<file path="src/rtl/rs_pkg.sv">
// Shared definitions for the reservation stations: unit-code tag bases,
// FU opcodes and the default-width entry layout.
package rs_pkg;

    localparam int RS_DATA_W = 32;
    localparam int RS_TAG_W  = 8;
    localparam int RS_OP_W   = 3;

    // Tag space is split by producing unit; VALUE marks "no producer".
    localparam logic [7:0] UNIT_SW    = 8'h00;
    localparam logic [7:0] UNIT_ADD   = 8'h20;
    localparam logic [7:0] UNIT_MUL   = 8'h40;
    localparam logic [7:0] UNIT_VALUE = 8'h7F;
    localparam logic [7:0] UNIT_LW    = 8'h80;

    typedef enum logic [RS_OP_W-1:0] {
        FU_LW  = 3'd0,
        FU_SW  = 3'd1,
        FU_ADD = 3'd2,
        FU_SUB = 3'd3,
        FU_MUL = 3'd4
    } fu_op_e;

    // One station slot at the default widths.
    typedef struct packed {
        logic [RS_OP_W-1:0]   op;
        logic [RS_TAG_W-1:0]  dst_tag;
        logic                 s1_rdy;
        logic [RS_TAG_W-1:0]  s1_tag;
        logic [RS_DATA_W-1:0] s1_val;
        logic                 s2_rdy;
        logic [RS_TAG_W-1:0]  s2_tag;
        logic [RS_DATA_W-1:0] s2_val;
    } rs_entry_t;

endpackage

</file>
<file path="src/rtl/res_station_pq_if.sv">
// Dispatch, CDB and issue signals of one reservation station.
interface res_station_pq_if #(
    parameter int ENTRIES = 8,
    parameter int DATA_W  = 32,
    parameter int TAG_W   = 8,
    parameter int OP_W    = 3,
    parameter int CNT_W   = $clog2(ENTRIES + 1)
);
    logic              flush;
    logic              disp_valid;
    logic              disp_ready;
    logic [OP_W-1:0]   disp_op;
    logic [TAG_W-1:0]  disp_dst_tag;
    logic              disp_s1_rdy;
    logic [TAG_W-1:0]  disp_s1_tag;
    logic [DATA_W-1:0] disp_s1_val;
    logic              disp_s2_rdy;
    logic [TAG_W-1:0]  disp_s2_tag;
    logic [DATA_W-1:0] disp_s2_val;
    logic              cdb_valid;
    logic [TAG_W-1:0]  cdb_tag;
    logic [DATA_W-1:0] cdb_val;
    logic              iss_valid;
    logic              iss_ready;
    logic [OP_W-1:0]   iss_op;
    logic [TAG_W-1:0]  iss_dst_tag;
    logic [DATA_W-1:0] iss_a;
    logic [DATA_W-1:0] iss_b;
    logic [CNT_W-1:0]  count;

    // Dispatch/CDB/FU side.
    modport master (
        output flush, disp_valid, disp_op, disp_dst_tag,
               disp_s1_rdy, disp_s1_tag, disp_s1_val,
               disp_s2_rdy, disp_s2_tag, disp_s2_val,
               cdb_valid, cdb_tag, cdb_val, iss_ready,
        input  disp_ready, iss_valid, iss_op, iss_dst_tag, iss_a, iss_b, count
    );

    // Station side.
    modport slave (
        input  flush, disp_valid, disp_op, disp_dst_tag,
               disp_s1_rdy, disp_s1_tag, disp_s1_val,
               disp_s2_rdy, disp_s2_tag, disp_s2_val,
               cdb_valid, cdb_tag, cdb_val, iss_ready,
        output disp_ready, iss_valid, iss_op, iss_dst_tag, iss_a, iss_b, count
    );
endinterface

</file>
<file path="src/rtl/rs_oldest_pick.sv">
// Find-first-set from bit 0: index 0 is the oldest slot of the station.
module rs_oldest_pick #(
    parameter int N  = 8,
    parameter int IW = $clog2(N)
) (
    input  logic [N-1:0]  vec,
    output logic          found,
    output logic [IW-1:0] idx
);
    // Scan downward so the lowest set bit is the last one written.
    always_comb begin
        found = 1'b0;
        idx   = '0;
        for (int i = N - 1; i >= 0; i--) begin
            if (vec[i]) begin
                found = 1'b1;
                idx   = IW'(i);
            end
        end
    end
endmodule

</file>
<file path="src/rtl/res_station_pq.sv">
// Collapsing-queue reservation station: captures operands from the CDB and
// offers the oldest fully-ready entry to its functional unit.
module res_station_pq
    import rs_pkg::*;
#(
    parameter int ENTRIES = 8,
    parameter int DATA_W  = RS_DATA_W,
    parameter int TAG_W   = RS_TAG_W,
    parameter int OP_W    = RS_OP_W,
    parameter int CNT_W   = $clog2(ENTRIES + 1)
) (
    input  logic           clk,
    input  logic           rst_n,
    res_station_pq_if.slave bus
);
    localparam int IDX_W = $clog2(ENTRIES);

    // Same layout as rs_entry_t, sized by this instance's parameters.
    typedef struct packed {
        logic [OP_W-1:0]   op;
        logic [TAG_W-1:0]  dst_tag;
        logic              s1_rdy;
        logic [TAG_W-1:0]  s1_tag;
        logic [DATA_W-1:0] s1_val;
        logic              s2_rdy;
        logic [TAG_W-1:0]  s2_tag;
        logic [DATA_W-1:0] s2_val;
    } entry_t;

    entry_t             q     [ENTRIES];
    entry_t             q_up  [ENTRIES];
    entry_t             q_nxt [ENTRIES];
    entry_t             disp_ent;
    logic [CNT_W-1:0]   cnt;
    logic [CNT_W-1:0]   wr_idx;
    logic               lock_vld;
    logic [IDX_W-1:0]   lock_idx;
    logic [ENTRIES-1:0] elig;
    logic               pick_found;
    logic [IDX_W-1:0]   pick_idx;
    logic [IDX_W-1:0]   sel_idx;
    logic               iss_valid;
    logic               iss_fire;
    logic               disp_ready;
    logic               disp_fire;

    // A waiting source whose tag is on the CDB takes the broadcast value.
    function automatic entry_t capture(entry_t e, logic v, logic [TAG_W-1:0] t,
                                       logic [DATA_W-1:0] d);
        entry_t r;
        r = e;
        if (v && !e.s1_rdy && e.s1_tag == t) begin
            r.s1_rdy = 1'b1;
            r.s1_val = d;
        end
        if (v && !e.s2_rdy && e.s2_tag == t) begin
            r.s2_rdy = 1'b1;
            r.s2_val = d;
        end
        return r;
    endfunction

    for (genvar i = 0; i < ENTRIES; i++) begin : g_elig
        assign elig[i] = (CNT_W'(i) < cnt) && q[i].s1_rdy && q[i].s2_rdy;
    end

    rs_oldest_pick #(.N(ENTRIES), .IW(IDX_W)) u_pick (
        .vec   (elig),
        .found (pick_found),
        .idx   (pick_idx)
    );

    // A stalled offer keeps its slot even if an older entry becomes ready.
    assign sel_idx    = lock_vld ? lock_idx : pick_idx;
    assign iss_valid  = lock_vld | pick_found;
    assign iss_fire   = iss_valid && bus.iss_ready;
    assign disp_ready = cnt < CNT_W'(ENTRIES);
    assign disp_fire  = bus.disp_valid && disp_ready;
    assign wr_idx     = cnt - CNT_W'(iss_fire);

    assign bus.disp_ready = disp_ready;
    assign bus.iss_valid  = iss_valid;
    assign bus.count      = cnt;

    // Offered entry straight from its registers; zero when nothing is offered.
    always_comb begin
        bus.iss_op      = '0;
        bus.iss_dst_tag = '0;
        bus.iss_a       = '0;
        bus.iss_b       = '0;
        if (iss_valid) begin
            bus.iss_op      = q[sel_idx].op;
            bus.iss_dst_tag = q[sel_idx].dst_tag;
            bus.iss_a       = q[sel_idx].s1_val;
            bus.iss_b       = q[sel_idx].s2_val;
        end
    end

    // Incoming entry, with same-cycle CDB bypass on its waiting sources.
    always_comb begin
        disp_ent.op      = bus.disp_op;
        disp_ent.dst_tag = bus.disp_dst_tag;
        disp_ent.s1_rdy  = bus.disp_s1_rdy;
        disp_ent.s1_tag  = bus.disp_s1_tag;
        disp_ent.s1_val  = bus.disp_s1_val;
        disp_ent.s2_rdy  = bus.disp_s2_rdy;
        disp_ent.s2_tag  = bus.disp_s2_tag;
        disp_ent.s2_val  = bus.disp_s2_val;
        disp_ent = capture(disp_ent, bus.cdb_valid, bus.cdb_tag, bus.cdb_val);
    end

    // Neighbour above each slot, used when the queue collapses.
    always_comb begin
        for (int i = 0; i < ENTRIES - 1; i++) q_up[i] = q[i + 1];
        q_up[ENTRIES-1] = q[ENTRIES-1];
    end

    // Collapse above the issued slot, capture CDB into the new position,
    // then place any dispatch at the top of the surviving entries.
    always_comb begin
        for (int i = 0; i < ENTRIES; i++) begin
            q_nxt[i] = q[i];
            if (iss_fire && IDX_W'(i) >= sel_idx) q_nxt[i] = q_up[i];
            q_nxt[i] = capture(q_nxt[i], bus.cdb_valid, bus.cdb_tag, bus.cdb_val);
            if (disp_fire && wr_idx == CNT_W'(i)) q_nxt[i] = disp_ent;
        end
    end

    // Slot storage, occupancy and offer lock; flush clears like reset.
    always_ff @(posedge clk or negedge rst_n) begin
        if (!rst_n) begin
            for (int i = 0; i < ENTRIES; i++) q[i] <= '0;
            cnt      <= '0;
            lock_vld <= 1'b0;
            lock_idx <= '0;
        end else if (bus.flush) begin
            for (int i = 0; i < ENTRIES; i++) q[i] <= '0;
            cnt      <= '0;
            lock_vld <= 1'b0;
            lock_idx <= '0;
        end else begin
            for (int i = 0; i < ENTRIES; i++) q[i] <= q_nxt[i];
            cnt      <= cnt + CNT_W'(disp_fire) - CNT_W'(iss_fire);
            lock_vld <= iss_valid && !bus.iss_ready;
            lock_idx <= sel_idx;
        end
    end
endmodule

</file>
<file path="src/flat_wrapper.sv">
// flat-port wrapper written by rule: the top's interface ports become plain ports
module res_station_pq_flat import rs_pkg::*;
#(
    parameter int ENTRIES = 8,
    parameter int DATA_W  = RS_DATA_W,
    parameter int TAG_W   = RS_TAG_W,
    parameter int OP_W    = RS_OP_W,
    parameter int CNT_W   = $clog2(ENTRIES + 1)
)
  (clk, rst_n, bus_flush, bus_disp_valid, bus_disp_op, bus_disp_dst_tag, bus_disp_s1_rdy, bus_disp_s1_tag, bus_disp_s1_val, bus_disp_s2_rdy, bus_disp_s2_tag, bus_disp_s2_val, bus_cdb_valid, bus_cdb_tag, bus_cdb_val, bus_iss_ready, bus_disp_ready, bus_iss_valid, bus_iss_op, bus_iss_dst_tag, bus_iss_a, bus_iss_b, bus_count);
  res_station_pq_if #(.ENTRIES(ENTRIES), .DATA_W(DATA_W), .TAG_W(TAG_W), .OP_W(OP_W), .CNT_W(CNT_W)) bus_i ();
  input  logic clk;
  input  logic rst_n;
  input wire logic [$bits(bus_i.flush)-1:0] bus_flush;
  input wire logic [$bits(bus_i.disp_valid)-1:0] bus_disp_valid;
  input wire logic [$bits(bus_i.disp_op)-1:0] bus_disp_op;
  input wire logic [$bits(bus_i.disp_dst_tag)-1:0] bus_disp_dst_tag;
  input wire logic [$bits(bus_i.disp_s1_rdy)-1:0] bus_disp_s1_rdy;
  input wire logic [$bits(bus_i.disp_s1_tag)-1:0] bus_disp_s1_tag;
  input wire logic [$bits(bus_i.disp_s1_val)-1:0] bus_disp_s1_val;
  input wire logic [$bits(bus_i.disp_s2_rdy)-1:0] bus_disp_s2_rdy;
  input wire logic [$bits(bus_i.disp_s2_tag)-1:0] bus_disp_s2_tag;
  input wire logic [$bits(bus_i.disp_s2_val)-1:0] bus_disp_s2_val;
  input wire logic [$bits(bus_i.cdb_valid)-1:0] bus_cdb_valid;
  input wire logic [$bits(bus_i.cdb_tag)-1:0] bus_cdb_tag;
  input wire logic [$bits(bus_i.cdb_val)-1:0] bus_cdb_val;
  input wire logic [$bits(bus_i.iss_ready)-1:0] bus_iss_ready;
  output wire logic [$bits(bus_i.disp_ready)-1:0] bus_disp_ready;
  output wire logic [$bits(bus_i.iss_valid)-1:0] bus_iss_valid;
  output wire logic [$bits(bus_i.iss_op)-1:0] bus_iss_op;
  output wire logic [$bits(bus_i.iss_dst_tag)-1:0] bus_iss_dst_tag;
  output wire logic [$bits(bus_i.iss_a)-1:0] bus_iss_a;
  output wire logic [$bits(bus_i.iss_b)-1:0] bus_iss_b;
  output wire logic [$bits(bus_i.count)-1:0] bus_count;
  assign bus_i.flush = bus_flush;
  assign bus_i.disp_valid = bus_disp_valid;
  assign bus_i.disp_op = bus_disp_op;
  assign bus_i.disp_dst_tag = bus_disp_dst_tag;
  assign bus_i.disp_s1_rdy = bus_disp_s1_rdy;
  assign bus_i.disp_s1_tag = bus_disp_s1_tag;
  assign bus_i.disp_s1_val = bus_disp_s1_val;
  assign bus_i.disp_s2_rdy = bus_disp_s2_rdy;
  assign bus_i.disp_s2_tag = bus_disp_s2_tag;
  assign bus_i.disp_s2_val = bus_disp_s2_val;
  assign bus_i.cdb_valid = bus_cdb_valid;
  assign bus_i.cdb_tag = bus_cdb_tag;
  assign bus_i.cdb_val = bus_cdb_val;
  assign bus_i.iss_ready = bus_iss_ready;
  assign bus_disp_ready = bus_i.disp_ready;
  assign bus_iss_valid = bus_i.iss_valid;
  assign bus_iss_op = bus_i.iss_op;
  assign bus_iss_dst_tag = bus_i.iss_dst_tag;
  assign bus_iss_a = bus_i.iss_a;
  assign bus_iss_b = bus_i.iss_b;
  assign bus_count = bus_i.count;
  res_station_pq #(.ENTRIES(ENTRIES), .DATA_W(DATA_W), .TAG_W(TAG_W), .OP_W(OP_W), .CNT_W(CNT_W)) u_core (.clk(clk), .rst_n(rst_n), .bus(bus_i));
endmodule
</file>
<file path="config.mk">
export PLATFORM = sky130hd
export DESIGN_NAME = res_station_pq_flat
export DESIGN_NICKNAME = d
export VERILOG_FILES = /design/src/rtl/rs_pkg.sv /design/src/rtl/res_station_pq_if.sv /design/src/rtl/rs_oldest_pick.sv /design/src/rtl/res_station_pq.sv /design/src/flat_wrapper.sv
export SDC_FILE = /design/constraint.sdc
export NUM_CORES = 2
export LEC_CHECK = 0
export ABC_AREA = 1
export BUFFER_PORTS_ARGS = -buffer_cell sky130_fd_sc_hd__buf_2
export CORE_MARGIN = 5
export CORE_UTILIZATION = 25
export CTS_CLUSTER_SIZE = 8
export DETAILED_ROUTE_END_ITERATION = 10
export PLACE_DENSITY = 0.43
export SYNTH_ARGS = -nofsm -noshare
export SYNTH_HDL_FRONTEND = slang
export SYNTH_SLANG_ARGS = --single-unit
</file>
<file path="constraint.sdc">
create_clock -name clk -period 3.5 [get_ports clk]
set_input_delay 0.7 -clock clk [delete_from_list [all_inputs] [get_ports clk]]
set_output_delay 0.7 -clock clk [all_outputs]
set_load 0.01 [all_outputs]
</file>
==> impl_metrics.csv <==
group,metric,value,unit
run_status,status,"finished, violations left",
run_status,violations,"negative setup slack",
route,viasPerCell,5.27,
job,maxCapViolCount,0,
floorplan,die_h,469,µm
pwr,p_leak,36.0,nW
pwr,swShare,44.3,%
sta,slew_headroom,19.2,%
route,drtPass1Iterations,7,
pwr,pwr-share-seq,25.2,%
synth,async_reset_ff_share,100,%
pwr,power.net_switching,0.0194,W
worst_setup_path,cp_max_fo,8,
pwr,intPower,0.0245,W
sta,max_freq,0.228,GHz
placement,io_buffers,219,
synth,syn_area,52600,µm²
clock_tree,clkTransAtPathRegs,0.05,ns
floorplan,design.die.area,220000,µm²
clock_tree,clock_latency,0.78,ns
synth,yosysTopAreaCell,"dfrtp_1",
final_layout,nNetsFinal,9390,
sta,fin_crit_sh,125,%
clock_tree,cts_tree,"built",
worst_setup_path,cp-start-kind,"flop",
route,num_vias,63677,
synth,yosys-top-cells-area,"dfrtp_1, nand2_1, nor2_1, nand3_1, inv_1",
worst_setup_path,crit_arrival,3.68,ns
worst_setup_path,r2r_slack,-0.53,ns
final_layout,area_delta_synth_final,35.7,%
global_routing,antenna_found_initial,30,
clock_tree,cts.sinks,752,
final_layout,fillerInstances,22654,
clock_tree,numCtsBuffers,107,
pwr,powerDensity,615,nW/µm²
sta,fin_skew,0.0378,ns
floorplan,start_util,25.1,%
global_routing,grt_max_degree,147,
pwr,comb_power_share,51.8,%
pwr,ir_worst_vdd,397,µV
synth,syn_area_per_cell,6.12,µm²
clock_tree,clock_path_buffers,3,
floorplan,fp.dieW,469,µm
synth,ys_ff_latch,752,
pwr,total_power,0.0439,W
synth,synth_ff_type,"dfrtp_1",
synth,syn_inst,8593,
route,drtAntennaViolNets,0,
global_routing,grt_pass1_vias,60861,
sta,period_needed,4.38,ns
sta,setup-violations-final,665,
final_layout,ff_latch_area,18800,µm²
placement,hpwl,208000,µm
route,drc,0,
synth,synth-seq-area-share,35.8,%
hold_path,worstHoldPathType,"in2reg",
final_layout,drive_above_1_share,19.2,%
global_routing,grt_pass1_wl,445000,µm
sta,rsz0062_at_grt,"true",
final_layout,fin_util,34.1,%
pwr,p_clk_share,23.0,%
global_routing,grt-ovfl-total,0,
sta,setup_ws,-0.883,ns
sta,hold_violations,0,
global_routing,grt_use_total,27.7,%
floorplan,ios,220,
route,drt_iter0_markers,7365,
synth,synth_edf_count,0,
route,routed_wl,317000,µm
worst_setup_path,end_kind,"output pin",
synth,synth_cell_types,48,
worst_setup_path,crit_type,"reg2out",
synth,yosys.area.top_type_share,35.8,%
route,wl_per_cell,26.2,µm
synth,yosysWarningCount,0,
sta,tightest_slew,1.21,ns
sta,report.final.slew_viol_count,0,
floorplan,core_area,210000,µm²
clock_tree,h-tree-depth,3,
placement,place_ws,-0.795,ns
clock_tree,cts_root_buf,"clkbuf_16",
floorplan,rows,168,
final_layout,multi_input_area,31000,µm²
synth,syn-num-nets,8741,
worst_setup_path,required,2.80,ns
placement,place.gp.congestion,0.917,
## logic make-up after synthesis
| kind of cell | count (synthesis) | share of synthesized area [%] |
|---|---|---|
| xor gates and xnor gates | 24 | 0.400 |
| buffers and inverters | 1420 | 10.4 |
| adders and majority gates | 9 | 0.228 |
| DFF | 752 | 35.8 |
| and+or+nand+nor | 5066 | 38.5 |
| AOI/OAI and AO/OA | 1322 | 14.7 |
## state kept, by name (all words and copies together) (netlist names)
signal,cells
u_core.q,744
u_core.bus.count,4
u_core.lock_vld,1
u_core.lock_idx,3
## worst max-delay path: stages, from the launching register on
cell      delay [ns]
dfrtp_1         0.42
inv_2           0.10
ha_4            0.20
nand2_4         0.08
o21bai_4        0.14
inv_2           0.07
o21ai_4         0.17
buf_6           0.12
nand3_4         0.08
buf_12          0.15
buf_6           0.12
nor2_4          0.11
buf_12          0.18
buf_4           0.14
buf_8           0.10
a21oi_2         0.05
a22oi_2         0.31
buf_6           0.18
nor2_4          0.05
buf_6           0.14
## power by group through the flow
stage | Sequential (W) | Clock, W | Combinational, W
CTS | 0.0110 | 0.0103 | 0.0214
global route | 0.0112 | 0.0106 | 0.0241
finish | 0.0110 | 0.0101 | 0.0228
detailed placement | 0.0111 | 0 | 0.0190
global placement | 0.0111 | 0 | 0.0190
floorplan | 0.0108 | 0 | 0.00938
## stage by stage
| step | area (µm²) | hold WS (ns) | setup TNS (ns) | std cells |
|---|---|---|---|---|
| final | 71400 | 0.281 | -217.40 | 12089 |
| after global routing | 71400 | 0.263 | -353.19 | 12089 |
| after CTS | 69700 | 0.222 | -214.04 | 12040 |
| after detailed placement | 63800 | 0.465 | -228.01 | 11828 |
| after global placement | 63800 | 0.462 | -177.59 | 11828 |
| after floorplan | 52700 | 0.404 | -2.09 | 8593 |
## final timing paths
path,start,cells past startpoint,to
max,u_core.bus.count[2],19,bus_iss_a[31]
min,bus_disp_dst_tag[5],3,u_core.q[87]
max reg2reg,u_core.bus.count[2],30,u_core.q[714]
min reg2reg,u_core.q[659],2,u_core.q[659]
max in group asynchronous,rst_n,3,u_core.q[640]
min in group asynchronous,rst_n,2,u_core.q[40]
## metal layers
layer  vias up  share of wire (%)  global-route usage, %
li1      28614                  -                      -
met1     30753                 42                   36.9
met2      3484                 43                   42.5
met3       820                8.6                   4.84
met4         6                6.3                   15.6
met5         -              0.017                      0
## timing repair
| item | 4_1_cts | 5_1_grt |
|---|---|---|
| pin swaps | 103 | 130 |
| setup buffers | 61 | 35 |
| gates resized for setup | 373 | 264 |
| endpoints found under the setup margin | 674 | 774 |
| endpoints found under the hold margin | 10 | 0 |
| hold buffers | 1 | 0 |
| cloned | 25 | 9 |
## synth_stat cells (all sizes together), types with 2 or more instances
| library cell | number |
|---|---|
| nand2 | 2691 |
| nor2 | 1520 |
| inv | 796 |
| dfrtp | 752 |
| nand3 | 687 |
| o21ai | 561 |
| clkbuf | 463 |
| a21oi | 306 |
| buf | 151 |
| o22ai | 145 |
| nor3 | 111 |
| o211ai | 80 |
| o21bai | 67 |
| a22oi | 53 |
| a221oi | 49 |
| nand4 | 35 |
| o221ai | 25 |
| a211oi | 24 |
| xor2 | 22 |
| clkinv | 10 |
| ha | 8 |
| and2 | 7 |
| nand3b | 7 |
| or2 | 6 |
| a22o | 3 |
| a32oi | 3 |
| nor4 | 2 |
| o2111ai | 2 |
| o31ai | 2 |
| xnor2 | 2 |
## cell type report
type	instances	share of cell area (%)
flip-flops and latches	752	26.4
repair buffers	1152	16.8
multi-input cells	6423	43.5
inverters	806	4.31
diodes	17	0.0596
well taps	2805	4.92
clock inverters	6	0.140
clock buffers	128	3.96
## cells in the final DEF, fill, tap and decap left out, drive strengths merged, types with 3 or more instances in the layout
| cell type | netlist | routed |
|---|---|---|
| bufbuf | 0 | 4 |
| clkinv | 10 | 8 |
| a22o | 3 | 3 |
| and2 | 7 | 7 |
| o221ai | 25 | 25 |
| o211ai | 80 | 80 |
| nand3 | 687 | 687 |
| diode | 0 | 17 |
| buf | 151 | 1138 |
| nor2 | 1520 | 1520 |
| or2 | 6 | 6 |
| o21bai | 67 | 67 |
| inv | 796 | 802 |
| xor2 | 22 | 22 |
| nand3b | 7 | 7 |
| a32oi | 3 | 3 |
| o21ai | 561 | 561 |
| nand2 | 2691 | 2693 |
| dfrtp | 752 | 752 |
| nand4 | 35 | 35 |
| clkbuf | 463 | 137 |
| a21oi | 306 | 306 |
| nor3 | 111 | 111 |
| ha | 8 | 8 |
| o22ai | 145 | 145 |
| a221oi | 49 | 49 |
| a211oi | 24 | 24 |
| a22oi | 53 | 53 |
Note: power is estimated with default switching activity, not from simulation.
